[src/rtl/conv_encoder_framer.sv]
// conv_encoder_framer: rate-1/2, K=3 convolutional encoder with frame framing.
// Accepts FRAME_LEN information bits, then appends two zero tail bits so the
// trellis returns to state 00. Emits one registered 2-bit symbol per bit with
// start/end-of-frame markers over a valid/ready output.
module conv_encoder_framer #(
    parameter int unsigned FRAME_LEN = 16,
    parameter logic [2:0]  G0        = 3'b111,
    parameter logic [2:0]  G1        = 3'b101
) (
    input  logic       clk,
    input  logic       reset,
    input  logic       start,
    input  logic       data_in,
    input  logic       data_valid,
    output logic       data_ready,
    output logic [1:0] enc_out,
    output logic       enc_valid,
    input  logic       enc_ready,
    output logic       enc_sop,
    output logic       enc_eop,
    output logic       busy,
    output logic       frame_done
);

    localparam int unsigned      CNT_W    = $clog2(FRAME_LEN + 1);
    localparam logic [CNT_W-1:0] LAST_BIT = CNT_W'(FRAME_LEN - 1);

    typedef enum logic [1:0] {
        ST_IDLE,
        ST_DATA,
        ST_TAIL,
        ST_DRAIN
    } state_t;

    state_t           state_q, state_d;
    logic [1:0]       s_q, s_d;            // {s1, s0}
    logic [CNT_W-1:0] bit_cnt_q, bit_cnt_d;
    logic             tail_cnt_q, tail_cnt_d;
    logic [1:0]       enc_out_q, enc_out_d;
    logic             enc_valid_q, enc_valid_d;
    logic             enc_sop_q, enc_sop_d;
    logic             enc_eop_q, enc_eop_d;
    logic             frame_done_q, frame_done_d;

    logic             slot_free;
    logic             xfer;
    logic             load;
    logic             enc_bit;
    logic [2:0]       taps;

    // Next-state, symbol-register and shift-register update.
    always_comb begin
        state_d      = state_q;
        s_d          = s_q;
        bit_cnt_d    = bit_cnt_q;
        tail_cnt_d   = tail_cnt_q;
        enc_out_d    = enc_out_q;
        enc_valid_d  = enc_valid_q;
        enc_sop_d    = enc_sop_q;
        enc_eop_d    = enc_eop_q;
        frame_done_d = 1'b0;
        load         = 1'b0;
        enc_bit      = 1'b0;

        xfer      = enc_valid_q && enc_ready;
        slot_free = !enc_valid_q || enc_ready;

        // A transfer empties the slot; a load below in the same cycle refills it.
        if (xfer) begin
            enc_valid_d = 1'b0;
            enc_sop_d   = 1'b0;
            enc_eop_d   = 1'b0;
        end

        unique case (state_q)
            ST_IDLE: begin
                if (start) begin
                    s_d        = '0;
                    bit_cnt_d  = '0;
                    tail_cnt_d = 1'b0;
                    state_d    = ST_DATA;
                end
            end
            ST_DATA: begin
                if (data_valid && slot_free) begin
                    load      = 1'b1;
                    enc_bit   = data_in;
                    enc_sop_d = (bit_cnt_q == '0);
                    enc_eop_d = 1'b0;
                    bit_cnt_d = bit_cnt_q + 1'b1;
                    if (bit_cnt_q == LAST_BIT) begin
                        tail_cnt_d = 1'b0;
                        state_d    = ST_TAIL;
                    end
                end
            end
            ST_TAIL: begin
                if (slot_free) begin
                    load       = 1'b1;
                    enc_bit    = 1'b0;
                    enc_sop_d  = 1'b0;
                    enc_eop_d  = tail_cnt_q;
                    tail_cnt_d = tail_cnt_q + 1'b1;
                    if (tail_cnt_q) begin
                        state_d = ST_DRAIN;
                    end
                end
            end
            ST_DRAIN: begin
                if (xfer && enc_eop_q) begin
                    frame_done_d = 1'b1;
                    state_d      = ST_IDLE;
                end
            end
            default: state_d = ST_IDLE;
        endcase

        taps = {enc_bit, s_q};
        if (load) begin
            enc_out_d   = {^(G0 & taps), ^(G1 & taps)};
            enc_valid_d = 1'b1;
            s_d         = {enc_bit, s_q[1]};
        end
    end

    // State and output registers.
    always_ff @(posedge clk or posedge reset) begin
        if (reset) begin
            state_q      <= ST_IDLE;
            s_q          <= '0;
            bit_cnt_q    <= '0;
            tail_cnt_q   <= 1'b0;
            enc_out_q    <= '0;
            enc_valid_q  <= 1'b0;
            enc_sop_q    <= 1'b0;
            enc_eop_q    <= 1'b0;
            frame_done_q <= 1'b0;
        end else begin
            state_q      <= state_d;
            s_q          <= s_d;
            bit_cnt_q    <= bit_cnt_d;
            tail_cnt_q   <= tail_cnt_d;
            enc_out_q    <= enc_out_d;
            enc_valid_q  <= enc_valid_d;
            enc_sop_q    <= enc_sop_d;
            enc_eop_q    <= enc_eop_d;
            frame_done_q <= frame_done_d;
        end
    end

    assign data_ready = (state_q == ST_DATA) && slot_free;
    assign enc_out    = enc_out_q;
    assign enc_valid  = enc_valid_q;
    assign enc_sop    = enc_sop_q;
    assign enc_eop    = enc_eop_q;
    assign busy       = (state_q != ST_IDLE) || enc_valid_q;
    assign frame_done = frame_done_q;

endmodule

[config.mk]
export PLATFORM = sky130hd
export DESIGN_NAME = conv_encoder_framer
export DESIGN_NICKNAME = d
export VERILOG_FILES = /design/src/rtl/conv_encoder_framer.sv
export SDC_FILE = /design/constraint.sdc
export NUM_CORES = 1
export LEC_CHECK = 0
export ABC_AREA = 1
export CAP_MARGIN = 0
export CORE_MARGIN = 1.5
export CORE_UTILIZATION = 45
export DETAILED_ROUTE_END_ITERATION = 8
export GPL_TIMING_DRIVEN = 0
export PLACE_DENSITY = 0.67
export SLEW_MARGIN = 10
export SYNTH_ARGS = -nofsm -noshare
export SYNTH_HDL_FRONTEND = slang
export SYNTH_SLANG_ARGS = --single-unit
[constraint.sdc]
create_clock -name clk -period 2.15 [get_ports clk]
set_input_delay 0.5375 -clock clk [delete_from_list [all_inputs] [get_ports clk]]
set_output_delay 0.5375 -clock clk [all_outputs]
set_load 0.01 [all_outputs]
==> metrics.cfg, run 1 <==
[routing]
wl_per_cell_um = 11.5
totalWireLength_um = 2130
drt-initial-drc-count = 18
first_pass_iters = 4
drcViolationCount = 0
final_antenna_net_count = 0
route.vias.total = 901
viasPerCell = 4.84

[power_and_ir_drop]
power.switching_mw = 0.734
p_int_mw = 0.902
power.total_mw = 1.64
irDropWorstVdd_mv = 0.780
power_frac_comb_pct = 57.6
sequentialPowerShare_pct = 30.0
leakagePower_nw = 0.661
swShare_pct = 44.9
power_frac_clock_pct = 12.5
p_per_area_nw_per_um2 = 1300

[grt]
grt_max_degree = 17
grt_pass1_vias = 873
grt_usage_pct = 19.1
gr-total-overflow = 0
antenna_found_initial = 0
grt_pass1_wl_um = 3710

[setup_path]
required_ns = 1.61
slowest_stage = dfrtp_1
critPathArrivalTime_ns = 1.45
rr_worst_depth = 10
max_stage_delay_ns = 0.41
crit_type = flop to output port
end_kind = output port
cp-start-kind = flop
cp_max_fo = 10
worstPathCellList = buf_4, ha_1, buf_6, inv_4, a21oi_1, clkbuf_2

[logic_synthesis]
synth_ff_type = dfrtp_1
synth.cell_area_um2 = 1040
synth_area_leader_cell = dfrtp_1
synth_edf_count = 0
avgSynthCellArea_um2 = 7.53
yosysUniqueCellTypes = 23
postSynthCellCount = 138
synth_warnings = 0
synth_common_cells = 45 x nand2_1, 17 x inv_1, 16 x dfrtp_1
synth_area_leaders = dfrtp_1 39%, nand2_1 16%, ha_1 11%, inv_1 6.1%, nand3_1 5.8%
yosysSeqAreaShare_pct = 38.5
synth_top_area_share_pct = 38.5
synth_seq_cells = 16
async_flop_share_pct = 100
synth.most_common_cell = nand2_1
synth_fp_nets = 153

[timing]
finalHoldViolCount = 0
worstMarginPinSlew_ns = 0.640
final.period_utilization_pct = 92.4
finalClockSkew_ns = 0.00115
period_needed_ns = 1.99
rsz0062_at_grt = no
maxSlewHeadroom_pct = 57.3
setup_viol = 0
drv_slew = 0
fmax_ghz = 0.503

[floorplan]
die_w_um = 51.1
initial_utilization_pct = 47.5
die-area_um2 = 2610
num_rows = 17
core_area_um2 = 2190
pin_count = 14
die_h_um = 51.1

[clock_network]
cts_tree = built
htree_levels = 1
clock_path_buffers = 2
cts.clk_slew.worst_paths_ns = 0.10
clock_sink_count = 16
clock-root-buffer = clkbuf_4
clock_latency_ns = 0.29
cts_buffers = 3

[final_layout]
antenna_cells = 0
fin_util_pct = 57.6
fillers = 207
layout-area-overhead-vs-synth_pct = 21.3
drive_above_1_share_pct = 11.4
fin_nets = 174

[place]
port-buffer-count = 13
dp_hpwl_um = 1610
place.gp.congestion = 0.845

[worst_hold_path]
hold_path.class = flop to flop
whs_path_depth = 2

[outcome]
status = finished clean

[job]
drv_cap = 0

==> flip-flops by register name, indices dropped and copies added (netlist names) <==
register / flops
frame_done: 1
enc_eop: 1
state_q: 2
bit_cnt_q: 5
tail_cnt_q: 1
enc_sop: 1
enc_out: 2
enc_valid: 1
s_q: 2
==> critical path, delay by kind of cell, from the launching register on <==
kind,cells,cell delay [ns]
buffers and inverters,4,0.51
adder cells (fa/ha/maj),1,0.20
AO/OA/AOI/OAI,1,0.04
flip-flops,1,0.41
==> path summary, 6_finish.rpt <==
kind	from	endpoint	slack, ns
min reg2reg	enc_out[0]	enc_out[0]	0.49
min in group asynchronous	reset	enc_valid	0.62
max in group asynchronous	reset	state_q[0]	1.12
min	enc_out[0]	enc_out[0]	0.49
max	state_q[0]	data_ready	0.16
max reg2reg	bit_cnt_q[1]	state_q[1]	0.49
==> cell usage in the layout, fill, tap and decap left out, drive strengths merged, types with 4 or more instances in the layout <==
master	n
buf	4
clkbuf	5
clkdlybuf4s50	11
dfrtp	16
ha	9
inv	19
nand2	47
nand3	13
nor2	11
o21ai	10
==> area by class of cell <==
class                      count  area (um2)  area share (%)
buffer                         1        11.3           0.893
clock buffer                   4        36.3            2.88
inverter                      19        73.8            5.85
multi-input combinational    102         554            43.9
sequential                    16         400            31.7
tap                           28        35.0            2.78
timing repair buffer          16         150            11.9
==> logic make-up after synthesis <==
| logic type | synth area share (%) |
|---|---|
| and+or+nand+nor | 33.7 |
| buffers and inverters | 8.18 |
| DFF | 38.5 |
| xor gates and xnor gates | 0.843 |
| adders and majority gates | 10.8 |
| AOI/OAI and AO/OA | 7.94 |
==> stage by stage <==
stage / area [um2] / setup WS [ns] / std cells / setup TNS (ns) / hold WS, ns
finish: 1260 / 0.163 / 186 / 0 / 0.495
global route: 1260 / 0.0247 / 186 / 0 / 0.526
CTS: 1260 / 0.00392 / 186 / 0 / 0.494
detailed placement: 1200 / -0.208 / 179 / -0.208 / 0.467
global placement: 1200 / -0.191 / 179 / -0.191 / 0.464
floorplan: 1040 / 0.576 / 138 / 0 / 0.451
==> power groups by stage <==
stage               logic, mW  registers, mW  clock network, mW
floorplan               0.624          0.502                  0
global placement        0.883          0.500                  0
detailed placement      0.904          0.504                  0
CTS                     0.954          0.486              0.212
global route             1.07          0.499              0.224
finish                  0.941          0.490              0.204
==> layer usage <==
| layer | up-vias | wire, um | global-route usage (%) |
|---|---|---|---|
| met5 | - | 0 | 0 |
| met2 | 9 | 988 | 30.3 |
| li1 | 474 | - | - |
| met1 | 414 | 1070 | 25.4 |
| met4 | 0 | 30 | 9.46 |
| met3 | 4 | 37 | 2.63 |
==> what timing repair did <==
item                       CTS  global route
setup endpoints to repair    2             2
gates resized for setup      1             3
hold buffers                 0             0
setup buffers                3             0
cloned                       0             0
Note: power is estimated with default switching activity, not from simulation.
==> run 2: changes to the inputs <==
- CORE_UTILIZATION: 45 -> 49
- CTS_CLUSTER_DIAMETER: not set -> 150
- GPL_TIMING_DRIVEN: 0 -> not set
- PLACE_DENSITY: 0.67 -> 0.72
==> metrics.cfg, run 2 (synthesized netlist as in run 1, its figures left out) <==
[outcome]
status = finished clean  ; unchanged

[floorplan]
die-area_um2 = 2410  ; was 2610 um2
die_w_um = 49.1  ; was 51.1 um
die_h_um = 49.1  ; was 51.1 um
initial_utilization_pct = 52.5  ; was 47.5%
num_rows = 16  ; was 17
pin_count = 14  ; unchanged
core_area_um2 = 1980  ; was 2190 um2

[power_and_ir_drop]
leakagePower_nw = 0.667  ; was 0.661 nW
p_per_area_nw_per_um2 = 1290  ; was 1300 nW/um2
irDropWorstVdd_mv = 0.864  ; was 0.780 mV
power.total_mw = 1.63  ; was 1.64 mW

[timing]
whs_ns = 0.500  ; was 0.495 ns
period_needed_ns = 2.04  ; was 1.99 ns
finalClockSkew_ns = 0.00140  ; was 0.00115 ns
rsz0062_at_grt = no  ; unchanged
fmax_ghz = 0.491  ; was 0.503 GHz
finalHoldViolCount = 0  ; unchanged
worstMarginPinSlew_ns = 0.615  ; was 0.640 ns
drv_slew = 0  ; unchanged
final.period_utilization_pct = 94.7  ; was 92.4%
maxSlewHeadroom_pct = 58.9  ; was 57.3%
setup_viol = 0  ; unchanged

[setup_path]
end_kind = output port  ; unchanged
cp_num_buf_inv = 3  ; was 4
worstPathCellList = buf_4, ha_1, inv_4, a21oi_1, dlygate4sd2_1  ; was buf_4, ha_1, buf_6, inv_4, a21oi_1, clkbuf_2
critPathArrivalTime_ns = 1.50  ; was 1.45 ns
r2r_slack_ns = 0.46  ; was 0.49 ns
max_stage_delay_ns = 0.39  ; was 0.41 ns
cp_max_fo = 5  ; was 10
path_delay_family = buffers and inverters  ; unchanged
required_ns = 1.61  ; about the same
slowest_stage = dfrtp_1  ; unchanged
crit_type = flop to output port  ; unchanged
cp-start-kind = flop  ; unchanged

[worst_hold_path]
hold_path.class = flop to flop  ; unchanged

[routing]
route.vias.total = 918  ; was 901
viasPerCell = 4.94  ; was 4.84
final_antenna_net_count = 0  ; unchanged
first_pass_iters = 4  ; unchanged
drt-initial-drc-count = 19  ; was 18
drcViolationCount = 0  ; unchanged
wl_per_cell_um = 11.6  ; was 11.5 um
totalWireLength_um = 2150  ; was 2130 um

[final_layout]
fin_nets = 175  ; was 174
layout-area-overhead-vs-synth_pct = 21.9  ; was 21.3%
drive_above_1_share_pct = 11.3  ; was 11.4%
fillers = 167  ; was 207
most-common-layout-cells = 45 x nand2_1, 17 x inv_1, 16 x dfrtp_1  ; unchanged
largest_reg_flops = 5  ; unchanged
top_register = bit_cnt_q  ; unchanged
layout.cells.non_filler = 186  ; unchanged
fin_util_pct = 64.0  ; was 57.6%
final_area_um2 = 1270  ; was 1260 um2
final_common_cell = nand2_1  ; unchanged
antenna_cells = 0  ; unchanged

[place]
port-buffer-count = 13  ; unchanged
placed_cells = 180  ; was 179
place_area_um2 = 1210  ; was 1200 um2
place.gp.congestion = 0.856  ; was 0.845
dp_hpwl_um = 1600  ; was 1610 um

[clock_network]
clock_sink_count = 16  ; unchanged
hold_buffers = 0  ; unchanged
clock-root-buffer = clkbuf_4  ; unchanged
cts_buffers = 3  ; unchanged
cts.clk_slew.worst_paths_ns = 0.10  ; about the same
clock_latency_ns = 0.29  ; about the same
cts_tree = built  ; unchanged
htree_levels = 1  ; unchanged
clock_path_buffers = 2  ; unchanged

[grt]
grt_usage_pct = 19.8  ; was 19.1%
grt_pass1_vias = 917  ; was 873
grt_pass1_wl_um = 3730  ; was 3710 um
grt_max_degree = 17  ; unchanged
gr-total-overflow = 0  ; unchanged
antenna_found_initial = 0  ; unchanged

[job]
drv_cap = 0  ; unchanged

-- run 2: changes by cell type in the layout (fill, tap and decap cells not counted) --
cell / change
clkbuf_2: -1
dlygate4sd2_1: +1
buf_4: +2
buf_6: -1
-- run 2: report_power, final --
part | internal [mW] | switching (mW) | total (mW)
logic | 0.392 | 0.552 | 0.945
registers | 0.397 | 0.0846 | 0.482
clock network | 0.103 | 0.104 | 0.207
total | 0.893 | 0.741 | 1.63
-- run 2: layout make-up --
type | count | area [um2] | area share [%]
multi-input combinational | 102 | 554 | 43.7
sequential | 16 | 400 | 31.6
timing repair buffer | 18 | 169 | 13.3
inverter | 19 | 73.8 | 5.82
clock buffer | 4 | 36.3 | 2.86
tap | 27 | 33.8 | 2.67
-- run 2: path summary, 6_finish.rpt --
kind | start | to | depth (start not counted)
worst min-delay path | enc_out[0] | enc_out[0] | 2
worst max-delay path | state_q[0] | data_ready | 5
worst min register to register | enc_out[0] | enc_out[0] | 2
worst max register to register | state_q[0] | bit_cnt_q[1] | 7
min in group asynchronous | reset | enc_valid | 2
max in group asynchronous | reset | tail_cnt_q | 2
-- run 2: through the flow --
| step | setup WS (ns) | TNS (ns) |
|---|---|---|
| floorplan | 0.576 | 0 |
| global placement | -0.102 | -0.102 |
| detailed placement | -0.134 | -0.134 |
| CTS | 0.00798 | 0 |
| global route | 0.0389 | 0 |
| finish | 0.114 | 0 |
-- run 2: metal layers --
metal  GRT usage (%)  routed length [um]
met5               0                   0
met4            10.5                  38
met3            3.07                  54
met2            33.1                1050
met1            24.3                1000
-- run 2: worst min-delay path, cell delays in order, from the launching register on --
cell and delay [ns]:
dfrtp_1 0.36, nand2_1 0.06, nand2_1 0.06
-- run 2: timing repair --
action                     in CTS  in global routing
resized for setup               1                  1
cloned                          0                  0
buffers inserted                2                  0
setup endpoints to repair       2                  1
